===== src/rtl/flash_ctrl_pkg.sv =====
// Shared flash controller types: partition select, program type and the
// number of program types the macro can advertise.
package flash_ctrl_pkg;

  typedef enum logic {
    FlashPartData = 1'b0,
    FlashPartInfo = 1'b1
  } flash_part_e;

  typedef enum logic {
    FlashProgNormal = 1'b0,
    FlashProgRepair = 1'b1
  } flash_prog_e;

  localparam int ProgTypes = 2;

endpackage


===== src/rtl/flash_phy_pkg.sv =====
// Types for the flash macro command initiator: host operation codes and the
// controller state encoding.
package flash_phy_pkg;

  typedef enum logic [1:0] {
    OpRead    = 2'd0,
    OpProg    = 2'd1,
    OpPgErase = 2'd2,
    OpBkErase = 2'd3
  } flash_phy_op_e;

  typedef enum logic [2:0] {
    StInit,
    StIdle,
    StRead,
    StWait,
    StError
  } phy_state_e;

  // Reads are the only pipelined operation; everything else is exclusive.
  function automatic logic op_is_read(input flash_phy_op_e op);
    return op == OpRead;
  endfunction

endpackage


===== src/rtl/flash_phy_rsp_fifo.sv =====
// Small in-order response FIFO. Output comes straight from storage
// registers, so rdata/valid hold steady until the entry is popped.
module flash_phy_rsp_fifo #(
  parameter int Depth = 2,
  parameter int Width = 33,
  localparam int PtrW = (Depth > 1) ? $clog2(Depth) : 1,
  localparam int CntW = $clog2(Depth + 1)
) (
  input  logic             clk,
  input  logic             srst,
  input  logic             push,
  input  logic [Width-1:0] wdata,
  input  logic             pop,
  output logic             valid,
  output logic [Width-1:0] rdata,
  output logic [CntW-1:0]  count
);

  logic [Width-1:0] mem_reg [Depth];
  logic [PtrW-1:0]  wr_ptr_reg, rd_ptr_reg;
  logic [CntW-1:0]  cnt_reg;
  logic             do_push, do_pop;

  function automatic logic [PtrW-1:0] ptr_inc(input logic [PtrW-1:0] p);
    return (p == PtrW'(Depth - 1)) ? '0 : p + PtrW'(1);
  endfunction

  // A push into a full FIFO is accepted only when the head leaves the same cycle.
  assign do_pop  = pop && (cnt_reg != '0);
  assign do_push = push && ((cnt_reg != CntW'(Depth)) || do_pop);

  // Storage, pointers and occupancy.
  always_ff @(posedge clk) begin
    if (srst) begin
      for (int i = 0; i < Depth; i++) mem_reg[i] <= '0;
      wr_ptr_reg <= '0;
      rd_ptr_reg <= '0;
      cnt_reg    <= '0;
    end else begin
      if (do_push) begin
        mem_reg[wr_ptr_reg] <= wdata;
        wr_ptr_reg          <= ptr_inc(wr_ptr_reg);
      end
      if (do_pop) rd_ptr_reg <= ptr_inc(rd_ptr_reg);
      if (do_push && !do_pop) cnt_reg <= cnt_reg + CntW'(1);
      else if (do_pop && !do_push) cnt_reg <= cnt_reg - CntW'(1);
    end
  end

  assign valid = (cnt_reg != '0);
  assign rdata = mem_reg[rd_ptr_reg];
  assign count = cnt_reg;

endmodule


===== src/rtl/flash_phy_host.sv =====
// Initiator for the flash macro command interface: accepts host requests,
// issues one-cycle command strobes, tracks pipelined reads, and returns
// in-order responses with timeout and spurious-ack error reporting.
module flash_phy_host
  import flash_ctrl_pkg::*, flash_phy_pkg::*;
#(
  parameter int PagesPerBank  = 256,
  parameter int WordsPerPage  = 256,
  parameter int DataWidth     = 32,
  parameter int MaxRdOut      = 2,
  parameter int TimeoutCycles = 200000,
  localparam int AddrW = $clog2(PagesPerBank) + $clog2(WordsPerPage)
) (
  input  logic                 clk_i,
  input  logic                 rst_i,
  input  logic                 req_i,
  output logic                 req_ready_o,
  input  flash_phy_op_e        req_op_i,
  input  logic [AddrW-1:0]     req_addr_i,
  input  flash_part_e          req_part_i,
  input  flash_prog_e          req_prog_type_i,
  input  logic [DataWidth-1:0] req_wdata_i,
  output logic                 rsp_valid_o,
  input  logic                 rsp_ready_i,
  output logic [DataWidth-1:0] rsp_rdata_o,
  output logic                 rsp_err_o,
  output logic                 err_o,
  output logic                 flash_rd_o,
  output logic                 flash_prog_o,
  output logic                 flash_pg_erase_o,
  output logic                 flash_bk_erase_o,
  output flash_prog_e          flash_prog_type_o,
  output logic [AddrW-1:0]     flash_addr_o,
  output flash_part_e          flash_part_o,
  output logic [DataWidth-1:0] flash_prog_data_o,
  input  logic                 flash_ack_i,
  input  logic [DataWidth-1:0] flash_rd_data_i,
  input  logic                 flash_init_busy_i,
  input  logic [ProgTypes-1:0] flash_prog_type_avail_i
);

  localparam int CntW   = $clog2(MaxRdOut + 1);
  localparam int TimerW = $clog2(TimeoutCycles + 1);

  phy_state_e        state_reg, state_next;
  logic [CntW-1:0]   rd_cnt_reg, rd_cnt_next;
  logic [TimerW-1:0] timer_reg, timer_next;
  logic              pend_err_reg;
  logic              err_reg, err_next;

  logic [CntW-1:0]    fifo_cnt;
  logic               fifo_push, fifo_pop, fifo_valid;
  logic [DataWidth:0] fifo_wdata, fifo_rdata;

  logic accept, is_read, rd_credit, prog_ok;
  logic issue_rd, issue_cmd, bad_type, ack_rd, ack_live, outstanding;

  // Acceptance, ack bookkeeping, timeout and next-state selection.
  always_comb begin
    state_next  = state_reg;
    rd_cnt_next = rd_cnt_reg;
    timer_next  = timer_reg;
    err_next    = err_reg;
    req_ready_o = 1'b0;
    fifo_push   = 1'b0;
    fifo_wdata  = '0;
    ack_rd      = 1'b0;

    is_read   = op_is_read(req_op_i);
    rd_credit = (int'(rd_cnt_reg) + int'(fifo_cnt)) < MaxRdOut;
    prog_ok   = (req_op_i != OpProg) || flash_prog_type_avail_i[req_prog_type_i];

    case (state_reg)
      StIdle:  req_ready_o = !pend_err_reg &&
                             (is_read ? rd_credit : (rd_cnt_reg == '0 && fifo_cnt == '0));
      StRead:  req_ready_o = is_read && rd_credit;
      default: req_ready_o = 1'b0;
    endcase

    accept      = req_i && req_ready_o;
    issue_rd    = accept && is_read;
    issue_cmd   = accept && !is_read && prog_ok;
    bad_type    = accept && !is_read && !prog_ok;
    ack_live    = flash_ack_i && (state_reg != StError);
    outstanding = (state_reg == StWait) || (state_reg != StError && rd_cnt_reg != '0);

    // Rejected program type: error response one cycle after acceptance.
    if (pend_err_reg) begin
      fifo_push  = 1'b1;
      fifo_wdata = {1'b1, {DataWidth{1'b0}}};
    end

    if (ack_live) begin
      if (state_reg == StWait) begin
        fifo_push  = 1'b1;
        fifo_wdata = '0;
      end else if (rd_cnt_reg != '0) begin
        fifo_push  = 1'b1;
        fifo_wdata = {1'b0, flash_rd_data_i};
        ack_rd     = 1'b1;
      end else begin
        err_next = 1'b1;
      end
    end

    if (issue_rd && !ack_rd) rd_cnt_next = rd_cnt_reg + CntW'(1);
    else if (ack_rd && !issue_rd) rd_cnt_next = rd_cnt_reg - CntW'(1);

    if (accept || ack_live) timer_next = '0;
    else if (outstanding) timer_next = timer_reg + TimerW'(1);
    else timer_next = '0;

    case (state_reg)
      StInit: if (!flash_init_busy_i) state_next = StIdle;
      StIdle: begin
        if (issue_rd) state_next = StRead;
        else if (issue_cmd) state_next = StWait;
      end
      StRead: if (rd_cnt_next == '0) state_next = StIdle;
      StWait: if (ack_live) state_next = StIdle;
      default: state_next = state_reg;
    endcase

    // The macro has gone quiet: report once and park until reset.
    if (outstanding && !ack_live && !accept && timer_reg == TimerW'(TimeoutCycles - 1)) begin
      fifo_push  = 1'b1;
      fifo_wdata = {1'b1, {DataWidth{1'b0}}};
      err_next   = 1'b1;
      state_next = StError;
    end
  end

  // Control state registers.
  always_ff @(posedge clk_i) begin
    if (rst_i) begin
      state_reg    <= StInit;
      rd_cnt_reg   <= '0;
      timer_reg    <= '0;
      pend_err_reg <= 1'b0;
      err_reg      <= 1'b0;
    end else begin
      state_reg    <= state_next;
      rd_cnt_reg   <= rd_cnt_next;
      timer_reg    <= timer_next;
      pend_err_reg <= bad_type;
      err_reg      <= err_next;
    end
  end

  // Registered command outputs; strobes last exactly one cycle.
  always_ff @(posedge clk_i) begin
    if (rst_i) begin
      flash_rd_o        <= 1'b0;
      flash_prog_o      <= 1'b0;
      flash_pg_erase_o  <= 1'b0;
      flash_bk_erase_o  <= 1'b0;
      flash_prog_type_o <= FlashProgNormal;
      flash_addr_o      <= '0;
      flash_part_o      <= FlashPartData;
      flash_prog_data_o <= '0;
    end else begin
      flash_rd_o       <= issue_rd;
      flash_prog_o     <= issue_cmd && (req_op_i == OpProg);
      flash_pg_erase_o <= issue_cmd && (req_op_i == OpPgErase);
      flash_bk_erase_o <= issue_cmd && (req_op_i == OpBkErase);
      if (accept) begin
        flash_prog_type_o <= req_prog_type_i;
        flash_addr_o      <= req_addr_i;
        flash_part_o      <= req_part_i;
        flash_prog_data_o <= req_wdata_i;
      end
    end
  end

  assign fifo_pop = rsp_valid_o && rsp_ready_i;

  flash_phy_rsp_fifo #(
    .Depth (MaxRdOut),
    .Width (DataWidth + 1)
  ) u_rsp_fifo (
    .clk   (clk_i),
    .srst  (rst_i),
    .push  (fifo_push),
    .wdata (fifo_wdata),
    .pop   (fifo_pop),
    .valid (fifo_valid),
    .rdata (fifo_rdata),
    .count (fifo_cnt)
  );

  assign rsp_valid_o = fifo_valid;
  assign rsp_rdata_o = fifo_rdata[DataWidth-1:0];
  assign rsp_err_o   = fifo_rdata[DataWidth];
  assign err_o       = err_reg;

endmodule


===== config.mk =====
export PLATFORM = sky130hd
export DESIGN_NAME = flash_phy_host
export DESIGN_NICKNAME = d
export VERILOG_FILES = /design/src/rtl/flash_ctrl_pkg.sv /design/src/rtl/flash_phy_pkg.sv /design/src/rtl/flash_phy_rsp_fifo.sv /design/src/rtl/flash_phy_host.sv
export SDC_FILE = /design/constraint.sdc
export NUM_CORES = 1
export LEC_CHECK = 0
export ABC_AREA = 1
export ABC_CLOCK_PERIOD_IN_PS = 4100
export BUFFER_PORTS_ARGS = -buffer_cell sky130_fd_sc_hd__buf_2
export CAP_MARGIN = 20
export CORE_MARGIN = 3
export CORE_UTILIZATION = 36
export DETAILED_ROUTE_END_ITERATION = 7
export REMOVE_ABC_BUFFERS = 1
export SLEW_MARGIN = 20
export SYNTH_ARGS = -nofsm -noshare
export SYNTH_HDL_FRONTEND = slang
export SYNTH_SLANG_ARGS = --single-unit

===== constraint.sdc =====
create_clock -name clk_i -period 4.1 [get_ports clk_i]
set_input_delay 0.615 -clock clk_i [delete_from_list [all_inputs] [get_ports clk_i]]
set_output_delay 0.615 -clock clk_i [all_outputs]
set_load 0.005 [all_outputs]

### Word level (Yosys, flattened, before mapping)

Memory sizes are Yosys's and may differ from the RTL's. A register that Yosys moved wholly into a read port is not among the register bits.
Cells that the tools add are included.

| cells by class | value |
|---|---|
| $add $sub $neg | 8 |
| magnitude comparators | 2 |
| equal/unequal tests | 20 |
| mux-type cells | 44 |
| bitwise gates (word level) | 1 |
| reduce and logical (&&, ||, !) cells | 53 |

Operator list:

| operator | count |
|---|---|
| $mux 33 | 6 |
| $reduce_or 33->1 | 1 |
| $mux 1 | 26 |
| $logic_and 1x1->1 | 23 |
| $add 18x1->18 const B | 1 |
| $eq 18x18->1 const B | 1 |
| $mux 3 | 6 |
| $ne 3x3->1 const B | 4 |
| $pmux 3 s4 | 1 |
| $reduce_and 5->1 | 2 |
| $logic_not 1->1 | 9 |
| $logic_not 2->1 | 4 |
| $mux 2 | 4 |
| $ne 2x2->1 const B | 4 |
| $reduce_bool 2->1 | 4 |
| $eq 3x2->1 const B | 2 |
| $ne 2x1->1 const B | 3 |
| $reduce_bool 5->1 | 1 |
| $add 2x1->2 const B | 2 |
| $eq 2x2->1 const B | 2 |
| $logic_or 1x1->1 | 4 |
| $ne 4x4->1 const B | 1 |
| $reduce_bool 4->1 | 1 |
| $sub 2x1->2 const B | 2 |
| 13 further kinds | 14 |

| word-level totals | value |
|---|---|
| bits in registers | 83 |
| bits in writable memories | 66 |
| bits of input ports | 92 |
| output and inout bits | 90 |
| word-level logic and storage cells | 146 |
| memories kept | 1 |

Memory list:

| memory | depth | width | read ports | clocked after memory_dff | write ports | RTL line | text |
|---|---|---|---|---|---|---|---|
| u_rsp_fifo.mem_reg | 2 | 33 | 1 | 1 | 2 | flash_phy_rsp_fifo.sv:19 | `logic [Width-1:0] mem_reg [Depth];` |

### Depth between registers and ports, before layout

| logic depth | value |
|---|---|
| depth in word-level cells | 16 |
| gate-level depth with buffers | 20 |
| gate-level depth less buffers | 20 |

### Hierarchy

Synthesis repeated with hierarchy kept, for this count alone.

| unflattened totals | value |
|---|---|
| cells, all modules | 748 |
| area total of the unflattened synthesis | 6663.9 µm² |

By module, submodules not included:

| module | instances | cells an instance | area each (µm²) | seq. area each (µm²) |
|---|---|---|---|---|
| flash_phy_host | 1 | 502 | 3439.5 | 1581.5 |
| flash_phy_rsp_fifo | 1 | 246 | 3224.3 | 2082.0 |

### Least setup slack after synthesis

OpenSTA, ideal clock, no wires.

| path | value |
|---|---|
| path kind | reg2reg |
| start | reg rd_cnt_reg[0] |
| end | mem u_rsp_fifo.mem_reg[0][0] (enable) |
| setup time | 391 ps |
| arrival | 2787 ps |
| data required time | 3709 ps |
| setup slack | 922 ps |
| cell stages (with the launch flop) | 19 |
| path buffers | 1 |
| clock period less this slack | 3178 ps |
| path through | dfxtp_1 -> nand2_1 -> inv_1 -> fa_1 -> nor2_1 -> nand2_1 -> inv_1 -> nand2_1 -> nand2_1 -> nand3_2 -> nand3_1 -> nor2_1 -> nand4_2 -> nand2_1 -> nand2_2 -> nor2_4 -> nand2_2 -> buf_2 -> nand2_1 |

RTL lines:

| what | RTL line | text |
|---|---|---|
| start, declared | flash_phy_host.sv:46 | `logic [CntW-1:0] rd_cnt_reg, rd_cnt_next;` |
| start signal, assigned | flash_phy_host.sv:143 | `rd_cnt_reg <= rd_cnt_next;` |
| end, declared | flash_phy_rsp_fifo.sv:19 |  |

==> metrics <==
R2R Setup Slk 1.24 ns; routing usage on met2 0.234; Final Slew Violations 0; CP required approximately 4.2 ns; cts hold-fix bufs 0; status finished clean; Residual DRC 0; met1 Track Usage GR 0.203; Worst Setup End Kind register; Seq/Total Area, Yosys 0.590; leakage power 3.26 nW; Die Ht 137 um; Setup-failing EPs final 0; Initial DRT Pass Iterations 4; dpl hpwl approximately 9.9 mm; Final Instance Area 0.00788 mm^2; Cell Pwr Density 511 mW/mm^2; RSZ-0062 raised after global routing no; ranking of synthesized cells by area edfxtp_1, dfxtp_1, nand2_1; H-tree depth 4; top cell type by total area after synthesis edfxtp_1; latest clock arrival within the worst-skew pair 0.41 ns; Clock transition at path regs 0.06 ns; initial core utilization 0.371; wire per inst 13.5 um; Main synth FF type dfxtp_1; Sum Neg Setup Slack 0 ns; Total Routing Usage GR 0.155; Peak VDD IR 0.000325 V; Ports 182; Adder-Cell Fraction of Synth Area 0.00927; ratio of cells with drive above 1 in the final layout 0.317; root buffer cell clkbuf_16; syn avg cell area 9.25 um^2; max reg flops 66; post-synthesis mux area share 0.0598; critical path arrival 2.92 ns; Final #Nets 944; initial antenna violation count 0; synth unique cells 38; maxcap violations 0; CTS tree done; crit-path max FO 33; Area growth, synth to finish 26.8%; FF+latch count, synth 150; clk sink count 150; CP max-delay cell fa_1; Setup CP Type register to register; Hold Crit Class input port to register; Yosys warnings 0; Layout Skew 0.00928 ns; vias 5016; post-synthesis simple-gate area fraction 0.216; Max Root-Sink Buffers 2; worst hold slack 0.436 ns; DIE AREA about 0.019 mm^2; postcts setup bufs 0; Util after Layout 0.470; synthesized area 0.00621 mm^2; largest family of logic cells by synthesized area simple AND/OR/NAND/NOR gates; area fraction in compound gates after synthesis 0.0703; Synth Instances between 600 and 700; XOR/XNOR Fraction of Synth Area 0.00423; routability cong. 0.846; Routed WL 14.6 mm; Port Buf Inserts 181; die width 137 um; pin slew with the least headroom to its limit roughly 0.63 ns; Top Usage Layer GRT met2; Overflow after GRT 0; number of hold violations in the final report 0; routed vias/inst 4.64; core area 0.0168 mm^2; FILL cells between 1.5k and 2k; CP Launch Type register; Slew Limit Headroom 0.578; fmax 350 MHz; num rows 47; crit path buf inv count 4; top-count cell post-synth nand2_1; most frequent CP cell nand2_1; CP max stage delay around 0.47 ns; met3 usage 0.0592; delay-heaviest family, CP simple AND/OR/NAND/NOR gates; largest net degree at the start of global routing between 50 and 60; Cell Chain, Critical Path nand2_1 -> inv_1 -> fa_1 -> nor2_1 -> nand2_1 -> inv_1 -> nand2_1 -> nand2_1 -> nand3_2 -> nand3_1 -> nor2_1 -> nand4_2 -> nand2_1 -> nand2_2 -> inv_2 -> nand3_4 -> nand2_1 -> buf_4; TritonCTS buffer count 17; Period minus WS final 2.86 ns; placed cell areas 0.00731 mm^2; final period utilization 0.698; 1st-iter DRT viols 301; Synth top cells by count nand2_1, nor2_1, dfxtp_1, a21oi_1, edfxtp_1; Post-synth ARST share 0; # resized after CTS 0; first-pass GRT wire length between 20 and 25 mm; EDFF count, synth 66; Synth top area share 0.319; vias in the first global route 4809; DRT antenna net count 0; ANT cells 0
cells in the final DEF, fill, tap and decap left out, types with 4 or more instances in the layout:
cell and n:
nor2_2 10, nor4_1 5, edfxtp_1 66, o21ai_0 6, clkinv_2 5, clkbuf_16 17
nand3_1 15, nand2_1 175, buf_2 181, clkbuf_1 4, buf_4 10, nor3_1 8
a21oi_1 70, nand4_1 5, inv_2 4, inv_1 37, dfxtp_1 84, nor2_1 94
mux2_2 33
logic make-up after synthesis:
kind of cell	after synthesis
buffers and inverters	76
xor gates and xnor gates	3
muxes	33
AOI/OAI and AO/OA	83
and+or+nand+nor	322
adders and majority gates	4
DFF	150
metrics by stage:
| step | total power, mW | instances | setup slack, ns |
|---|---|---|---|
| floorplan | 2.25 | 638 | 0.290 |
| global placement | 2.59 | 1049 | 1.31 |
| detailed placement | 2.59 | 1049 | 1.22 |
| CTS | 4.09 | 1081 | 1.21 |
| global route | 4.25 | 1081 | 0.977 |
| finish | 4.03 | 1081 | 1.24 |
power breakdown:
part,leakage (nW),switching (mW),internal [mW]
registers,1.36,0.0570,1.69
clock network,0.279,0.571,0.906
logic,1.61,0.463,0.342
per-layer routing:
| layer | wire, um | share of wire |
|---|---|---|
| met5 | 0 | 0 |
| met4 | 176 | 0.012 |
| met3 | 1370 | 0.094 |
| met2 | 6520 | 0.45 |
| met1 | 6520 | 0.45 |
final cells by class:
class,instances,area [um^2],share of cell area
multi-input cells,445,2230,0.284
well taps,220,275,0.0350
inverters,43,161,0.0205
repair buffers,191,981,0.125
flip-flops and latches,150,3660,0.465
clock buffers,22,454,0.0577
clock inverters,10,106,0.0135
worst register-to-register path: cells and delay by family (launching register included):
family / cells / cell delay [ns]
flip-flops: 1 / 0.32
buffers and inverters: 4 / 0.58
AND/OR/NAND/NOR: 13 / 1.12
adder cells (fa/ha/maj): 1 / 0.47
worst paths after layout:
path | startpoint | end | depth (start not counted)
max | u_rsp_fifo.count[0]$_SDFFE_PP0P_ | u_rsp_fifo.mem_reg[1][9]$_SDFFCE_PN0P_ | 18
min | req_op_i[1] | flash_prog_o$_SDFF_PP0_ | 2
max reg2reg | u_rsp_fifo.count[0]$_SDFFE_PP0P_ | u_rsp_fifo.mem_reg[1][9]$_SDFFCE_PN0P_ | 18
min reg2reg | timer_reg[0]$_SDFF_PP0_ | timer_reg[0]$_SDFF_PP0_ | 1
(Power assumes the default switching activity.)
